`src/rtl/booth_radix4_mul.sv`:
```
// booth_radix4_mul: sequential radix-4 Booth multiplier for signed or unsigned
// N-bit operands. It retires one Booth digit per RUN cycle on an (N+2)-bit
// operand copy and produces the 2N-bit product after N/2+1 RUN cycles.
module booth_radix4_mul #(
   parameter int N = 16
) (
   input  logic           clk,
   input  logic           rst,
   input  logic           start,
   input  logic           signed_mode,
   input  logic [N-1:0]   multiplicand,
   input  logic [N-1:0]   multiplier,
   output logic           busy,
   output logic           done,
   output logic [2*N-1:0] product
);

   // Two guard bits let unsigned operands ride through the signed recoder.
   localparam int W  = N + 2;
   localparam int CW = $clog2(W / 2 + 1);
   localparam logic [CW-1:0] ITERS = CW'(W / 2);
   localparam logic [CW-1:0] LAST  = CW'(1);

   typedef enum logic [1:0] {
      S_IDLE = 2'd0,
      S_RUN  = 2'd1,
      S_DONE = 2'd2
   } state_t;

   state_t state_q, state_d;

   logic signed [W:0]   a_q, a_d;
   logic [W-1:0]        q_q, q_d;
   logic                qm1_q, qm1_d;
   logic signed [W-1:0] m_q, m_d;
   logic [CW-1:0]       cnt_q, cnt_d;
   logic [2*N-1:0]      prod_q, prod_d;
   logic signed [W:0]   sum;
   logic                accept;

   // Widen an operand to W bits, sign- or zero-extending per mode.
   function automatic logic signed [W-1:0] extend_op(input logic [N-1:0] v,
                                                     input logic        sgn);
      extend_op = sgn ? {{2{v[N-1]}}, v} : {2'b00, v};
   endfunction

   // Partial product selected by one radix-4 Booth digit, at accumulator width.
   function automatic logic signed [W:0] booth_pp(input logic [2:0]          dig,
                                                  input logic signed [W-1:0] m);
      logic signed [W:0] m1;
      logic signed [W:0] m2;
      m1 = {m[W-1], m};
      m2 = {m, 1'b0};
      case (dig)
         3'b001, 3'b010: booth_pp = m1;
         3'b011:         booth_pp = m2;
         3'b100:         booth_pp = -m2;
         3'b101, 3'b110: booth_pp = -m1;
         default:        booth_pp = '0;
      endcase
   endfunction

   // A new operation may start from IDLE or from the DONE cycle, never mid-run.
   assign accept = start && (state_q != S_RUN);

   // State register.
   always_ff @(posedge clk) begin
      if (rst) begin
         state_q <= S_IDLE;
      end else begin
         state_q <= state_d;
      end
   end

   // Next-state logic: RUN ends on the cycle whose decrement empties the counter.
   always_comb begin
      state_d = state_q;
      case (state_q)
         S_IDLE:  if (start) state_d = S_RUN;
         S_RUN:   if (cnt_q == LAST) state_d = S_DONE;
         S_DONE:  state_d = start ? S_RUN : S_IDLE;
         default: state_d = S_IDLE;
      endcase
   end

   // Output decode: status flags are pure functions of the state.
   always_comb begin
      busy = 1'b0;
      done = 1'b0;
      case (state_q)
         S_RUN:   busy = 1'b1;
         S_DONE:  done = 1'b1;
         default: ;
      endcase
   end

   // Datapath: load on accept, then add-and-shift one Booth digit per RUN cycle.
   always_comb begin
      a_d    = a_q;
      q_d    = q_q;
      qm1_d  = qm1_q;
      m_d    = m_q;
      cnt_d  = cnt_q;
      prod_d = prod_q;
      sum    = a_q + booth_pp({q_q[1:0], qm1_q}, m_q);
      if (state_q == S_RUN) begin
         // Arithmetic shift of {sum, Q, q_m1} right by two.
         a_d   = {{2{sum[W]}}, sum[W:2]};
         q_d   = {sum[1:0], q_q[W-1:2]};
         qm1_d = q_q[1];
         cnt_d = cnt_q - LAST;
         // Final digit: the low 2N bits of the shifted {A,Q} are the product.
         if (cnt_q == LAST) begin
            prod_d = {sum[W-3:2], q_d};
         end
      end else if (accept) begin
         m_d   = extend_op(multiplicand, signed_mode);
         q_d   = extend_op(multiplier, signed_mode);
         a_d   = '0;
         qm1_d = 1'b0;
         cnt_d = ITERS;
      end
   end

   // Datapath registers; reset also aborts any operation in flight.
   always_ff @(posedge clk) begin
      if (rst) begin
         a_q    <= '0;
         q_q    <= '0;
         qm1_q  <= 1'b0;
         m_q    <= '0;
         cnt_q  <= '0;
         prod_q <= '0;
      end else begin
         a_q    <= a_d;
         q_q    <= q_d;
         qm1_q  <= qm1_d;
         m_q    <= m_d;
         cnt_q  <= cnt_d;
         prod_q <= prod_d;
      end
   end

   assign product = prod_q;

endmodule
```
`config.mk`:
```
export PLATFORM = sky130hd
export DESIGN_NAME = booth_radix4_mul
export DESIGN_NICKNAME = d
export VERILOG_FILES = /design/src/rtl/booth_radix4_mul.sv
export SDC_FILE = /design/constraint.sdc
export NUM_CORES = 1
export LEC_CHECK = 0
export BUFFER_PORTS_ARGS = -buffer_cell sky130_fd_sc_hd__buf_4
export CAP_MARGIN = 20
export CELL_PAD_IN_SITES_DETAIL_PLACEMENT = 1
export CELL_PAD_IN_SITES_GLOBAL_PLACEMENT = 1
export CORE_UTILIZATION = 48
export CTS_BUF_LIST = sky130_fd_sc_hd__clkbuf_8
export CTS_CLUSTER_SIZE = 40
export DETAILED_ROUTE_END_ITERATION = 12
export MAX_ROUTING_LAYER = met4
export PLACE_DENSITY = 0.89
export SYNTH_ARGS = -nofsm -noshare
export SYNTH_HDL_FRONTEND = slang
export SYNTH_SLANG_ARGS = --single-unit
```
`constraint.sdc`:
```
create_clock -name clk -period 5.5 [get_ports clk]
set_clock_uncertainty 0.1 [all_clocks]
set_input_delay 1.1 -clock clk [delete_from_list [all_inputs] [get_ports clk]]
set_output_delay 1.1 -clock clk [all_outputs]
set_load 0.03 [all_outputs]
```
# Word level (Yosys, flattened, before mapping)
# Index checks and enable logic that the tools add are counted.
# totals
in_bits	36
ff_bits	94
# classes
n_bitwise	1
n_reduce_logical	8
n_mux	17
n_eq_ne	12
addsub	4
# ops
op	n
one-hot mux 19 bit (4 select lines)	1
two-way mux 18 bit	4
two-way mux 19 bit	2
adder 19 bit	1
negator 18 -> 19 bit	1
negator 19 bit	1
equality test 3 bit, second input constant	3
two-way mux 4 bit	2
equality test 3 x 2 -> 1 bit, second input constant	2
one-hot mux 2 bit (3 select lines)	1
AND reduction 2 bit	3
two-way mux 1 bit	5
equality test 4 x 1 -> 1 bit, second input constant	1
two-way mux 2 bit	2
!= test 2 x 1 -> 1 bit, second input constant	2
OR reduction 2 bit	2
subtractor 4 x 1 -> 4 bit, second input constant	1
equality test 3 x 1 -> 1 bit, second input constant	1
equality test 2 x 1 -> 1 bit, second input constant	1
equality test 2 bit, second input constant	1
logical NOT 2 bit	1
!= test 2 bit, second input constant	1
nonzero test 2 bit	1
logical AND 1 bit	1
NOT 1 bit	1

# Longest topological paths before layout
# logic_depth
ltp_word	5
depth_mapped	19
mapped_depth_nobuf	18

# Least setup slack after synthesis
# No wires, ideal clock.
# synth_timing
kind	reg-to-reg
startpoint	reg m_q[2]
endpoint	reg a_q[17]
setup_slack_ps	1844
synth_period_minus_slack_ps	3656
path_stages_with_launch	20
required_ps	5326
n_path_buf	2
arrival_time_ps	3482
path_cell_list	dfxtp_1 -> buf_6 -> nor4_4 -> nand3_1 -> or2_2 -> xnor2_1 -> nor2_1 -> a21oi_1 -> a2bb2oi_1 -> a22oi_1 -> ha_1 -> buf_2 -> a21o_1 -> a21o_1 -> a21oi_1 -> o21a_1 -> o31ai_4 -> xnor2_1 -> or3_1 -> a31oi_1
# synth_via
elab_chain_cells	4
word_cells_on_any_way	5
# synth_lines
element	line_no	source
from (decl)	35	logic signed [W-1:0] m_q, m_d;
from (signal assigned)	138	m_q <= m_d;
negator 19 bit / negator 18 -> 19 bit (equally long branches)	57, 58	
one-hot mux 19 bit (4 select lines) *	54	case (dig)
adder 19 bit *	105	sum = a_q + booth_pp({q_q[1:0], qm1_q}, m_q);
two-way mux 19 bit *	106	if (state_q == S_RUN) begin
to (signal assigned)	128	a_q <= '0;
to (signal assigned)	135	a_q <= a_d;
to (decl)	32	logic signed [W:0] a_q, a_d;
# Mark *: on every way between the ends. The rest lies on a longest branch, timed or not.
# A chain may end at the register's enable or synchronous reset.

# Final worst setup path
# layout_timing
startpoint	reg q_q[0]
endpoint	reg a_q[9]
# layout_via
elab_chain_cells	5
word_cells_on_any_way	11
# layout_lines
element	line_no	source
from (decl)	33	logic [W-1:0] q_q, q_d;
from (signal assigned)	136	q_q <= q_d;
equality test 3 bit (tied with other cells)	54	
OR reduction 2 bit	54	
one-hot mux 19 bit (4 select lines) *	54	
adder 19 bit *	105	
two-way mux 19 bit *	106	
# Marks and branches as above.

==> impl_metrics.json <==
{
  "die_x_um": 109,
  "avgRoutedWirePerCell_um": 18.3,
  "grt-ovfl-total": 0,
  "hold_path_end": "product[1]",
  "antenna-diode-count": 0,
  "min_delay_path_depth": 2,
  "timing.reg2reg.setup_slack_ps": 1170,
  "synth.lib_cells_used.distinct": 72,
  "worstSetupPathType": "flop to flop",
  "post-route-util_pct": 57.1,
  "preCtsSetupSlack_ps": 1250,
  "dp.final_hpwl_mm": 11.6,
  "worst_r2r_path_depth": 15,
  "ctsRootBufferMaster": "clkbuf_8",
  "fraction_of_final_layout_cells_with_drive_strength_greater_than_1_pct": 15.7,
  "r2r-end": "a_q[9]",
  "gpl.final_weighted_congestion": 0.895,
  "report.final.slew_viol_count": 0,
  "core_area_um2": 11000,
  "finalCriticalPeriod_ps": 4330,
  "cp.required_ps": 5670,
  "first_pass_grt_wire_length_mm": 27.2,
  "first_global_vias": 5411,
  "numCtsBuffers": 9,
  "cts_repair_resize_count": 0,
  "cts-root-to-sink-buffers": 2,
  "die-area_um2": 12000,
  "drc_errors": 0,
  "grt_antenna_before_repair": 0,
  "clkLatencyLatePin_ps": 380,
  "postLayoutSetupSlackWorst_ps": 1170,
  "post_drt_via_cell_ratio": 5.89,
  "worstSetupEndpointType": "flop",
  "worstHoldPathType": "flop to flop",
  "outcome": "completed",
  "synth_seq_area_share_pct": 32.9,
  "detail_route.first_pass.iterations": 4,
  "netlist.top_cell.by_area": "dfxtp_1",
  "worst_setup_hold_path_clk_slew_ps": 100,
  "sinks_on_clock_net": 91,
  "detailedRoute.firstIterationViolations": 310,
  "layout.cells.most_common": "nand2_1",
  "cts_tree": "done",
  "worst_ep_arrival_time_ps": 4500,
  "htreeDepth": 3,
  "floorplan.initialDensity_pct": 50.3,
  "max-vdd-ir-drop_v": 0.000149,
  "netlist_top_cells_area": "dfxtp_1 (33%), nand2_1 (9.2%), a21oi_1 (8.0%)",
  "postSynthNetCount": 779,
  "final_antenna_net_count": 0,
  "rsz0062_at_grt": "false",
  "max_slew.worst_pin.slew_ps": 937,
  "synthesis.area_per_instance_um2": 7.69,
  "p_leak_nw": 2.56,
  "nets": 813,
  "areaGrowthSynthToFinish_pct": 13.5,
  "ys.flop_type": "dfxtp_1",
  "synth-warning-count": 0,
  "dpl.cell_count": 883,
  "period_share_pct": 78.8,
  "async_set_or_reset_register_ratio_after_synthesis_pct": 0,
  "final_cell_mix": "nand2_1 (136), dfxtp_1 (91), a21oi_1 (89)",
  "report.final.setup_viol": 0,
  "grt_start_max_net_pins": 92,
  "syn-cell-area_um2": 5550,
  "power_per_cell_area_nw_per_um2": 275,
  "number_of_flops_mapped_to_enable_cells_by_yosys": 0,
  "io_buffer_count": 69,
  "fillerInstances": 1397,
  "hp-start": "product[1]",
  "maxClockFrequency_mhz": 231,
  "cts_hold_repair.buffers": 0,
  "final_cell_count_no_fill": 900,
  "wl_mm": 16.4,
  "reg2reg_from": "q_q[0]",
  "slew_headroom_pct": 37.1,
  "crit_path_max_fanout": 39,
  "die_h_um": 109,
  "whs_ps": 364,
  "start_kind": "flop",
  "post_cts_buffers": 0,
  "post_synth_inst_count": 721,
  "synth-seq-cells": 91,
  "design.portCount": 70,
  "fin_setup_tns_ps": 0,
  "detailroute.via_count": 5298,
  "global_route.usage.total_pct": 29.9,
  "core.rowCount": 38,
  "synthDominantCellAreaShare_pct": 32.9,
  "hold_viol_final": 0,
  "max_cap_violations": 0
}
[metal layers]
metal / global-route usage (%) / share of wire [%] / up-vias
met4: 8.95 / 1.4 / 0
met1: 37.8 / 46 / 2577
met2: 49.6 / 50 / 113
li1: - / - / 2588
met5: - / 0 / -
met3: 3.97 / 3.2 / 20
[through the flow]
stage               total power [mW]  area (um2)
CTS                             1.74        6290
global route                    1.82        6300
detailed placement              1.21        6070
global placement                1.19        6070
floorplan                       1.09        5550
finish                          1.73        6300
[sequential cells by signal, summed over array words and instances (netlist names)]
name	cells
qm1_q	1
m_q	17
cnt_q	4
product	32
state_q	2
q_q	18
a_q	17
[logic make-up (layout without fill, tap and decap cells)]
kind of cell / after synthesis / in the layout / synth area share [%]
flip-flops: 91 / 91 / 32.9
buffers and inverters: 67 / 106 / 5.10
multiplexers: 25 / 25 / 4.56
AND/OR/NAND/NOR: 287 / 287 / 24.1
adder cells (fa/ha/maj): 22 / 22 / 5.10
XOR/XNOR: 35 / 35 / 5.53
AO/OA/AOI/OAI: 194 / 194 / 22.7
[synth_stat cells (10+ instances only)]
master / n
ha_1: 21
nor2_1: 71
nand2_1: 136
mux2i_1: 23
xnor2_1: 21
nand3_1: 23
buf_2: 10
a211oi_1: 20
xor2_1: 14
clkbuf_1: 39
nor3_1: 13
inv_1: 10
o21ai_0: 24
a31oi_1: 10
dfxtp_1: 91
a21oi_1: 89
[critical path, cell delays in order, from the launching register on]
cell and delay, ps:
dfxtp_1 330, buf_4 380, clkinv_1 490, nand2_1 330
nor2_1 130, a21oi_1 150, o22ai_1 140, ha_1 310
a21o_1 190, a21oi_2 200, a21oi_1 120, a2111oi_2 480
o21ai_1 240, a31oi_2 290, nor3_1 70, a221o_1 260
[cell type report]
class | count | area, um2 | area share (%)
Sequential cell | 91 | 1820 | 28.9
Clock inverter | 7 | 98.8 | 1.57
Clock buffer | 9 | 124 | 1.97
Multi-Input combinational cell | 563 | 3450 | 54.7
Timing Repair Buffer | 78 | 586 | 9.30
Inverter | 12 | 45.0 | 0.715
Tap cell | 140 | 175 | 2.78
[worst max path at each step]
stage          startpoint      end  slack [ps]
2_1_floorplan      m_q[2]  a_q[17]        1840
3_3_place_gp       q_q[0]   a_q[9]        1360
3_5_place_dp       q_q[0]   a_q[9]        1250
4_1_cts            q_q[0]   a_q[9]        1210
5_1_grt            q_q[0]   a_q[9]         810
6_report           q_q[0]   a_q[9]        1170
[where the power goes]
| part | internal [mW] | switching [mW] |
|---|---|---|
| Clock | 0.260 | 0.263 |
| Sequential | 0.695 | 0.0413 |
| Combinational | 0.179 | 0.296 |
Power figures use the tool's default switching activity.
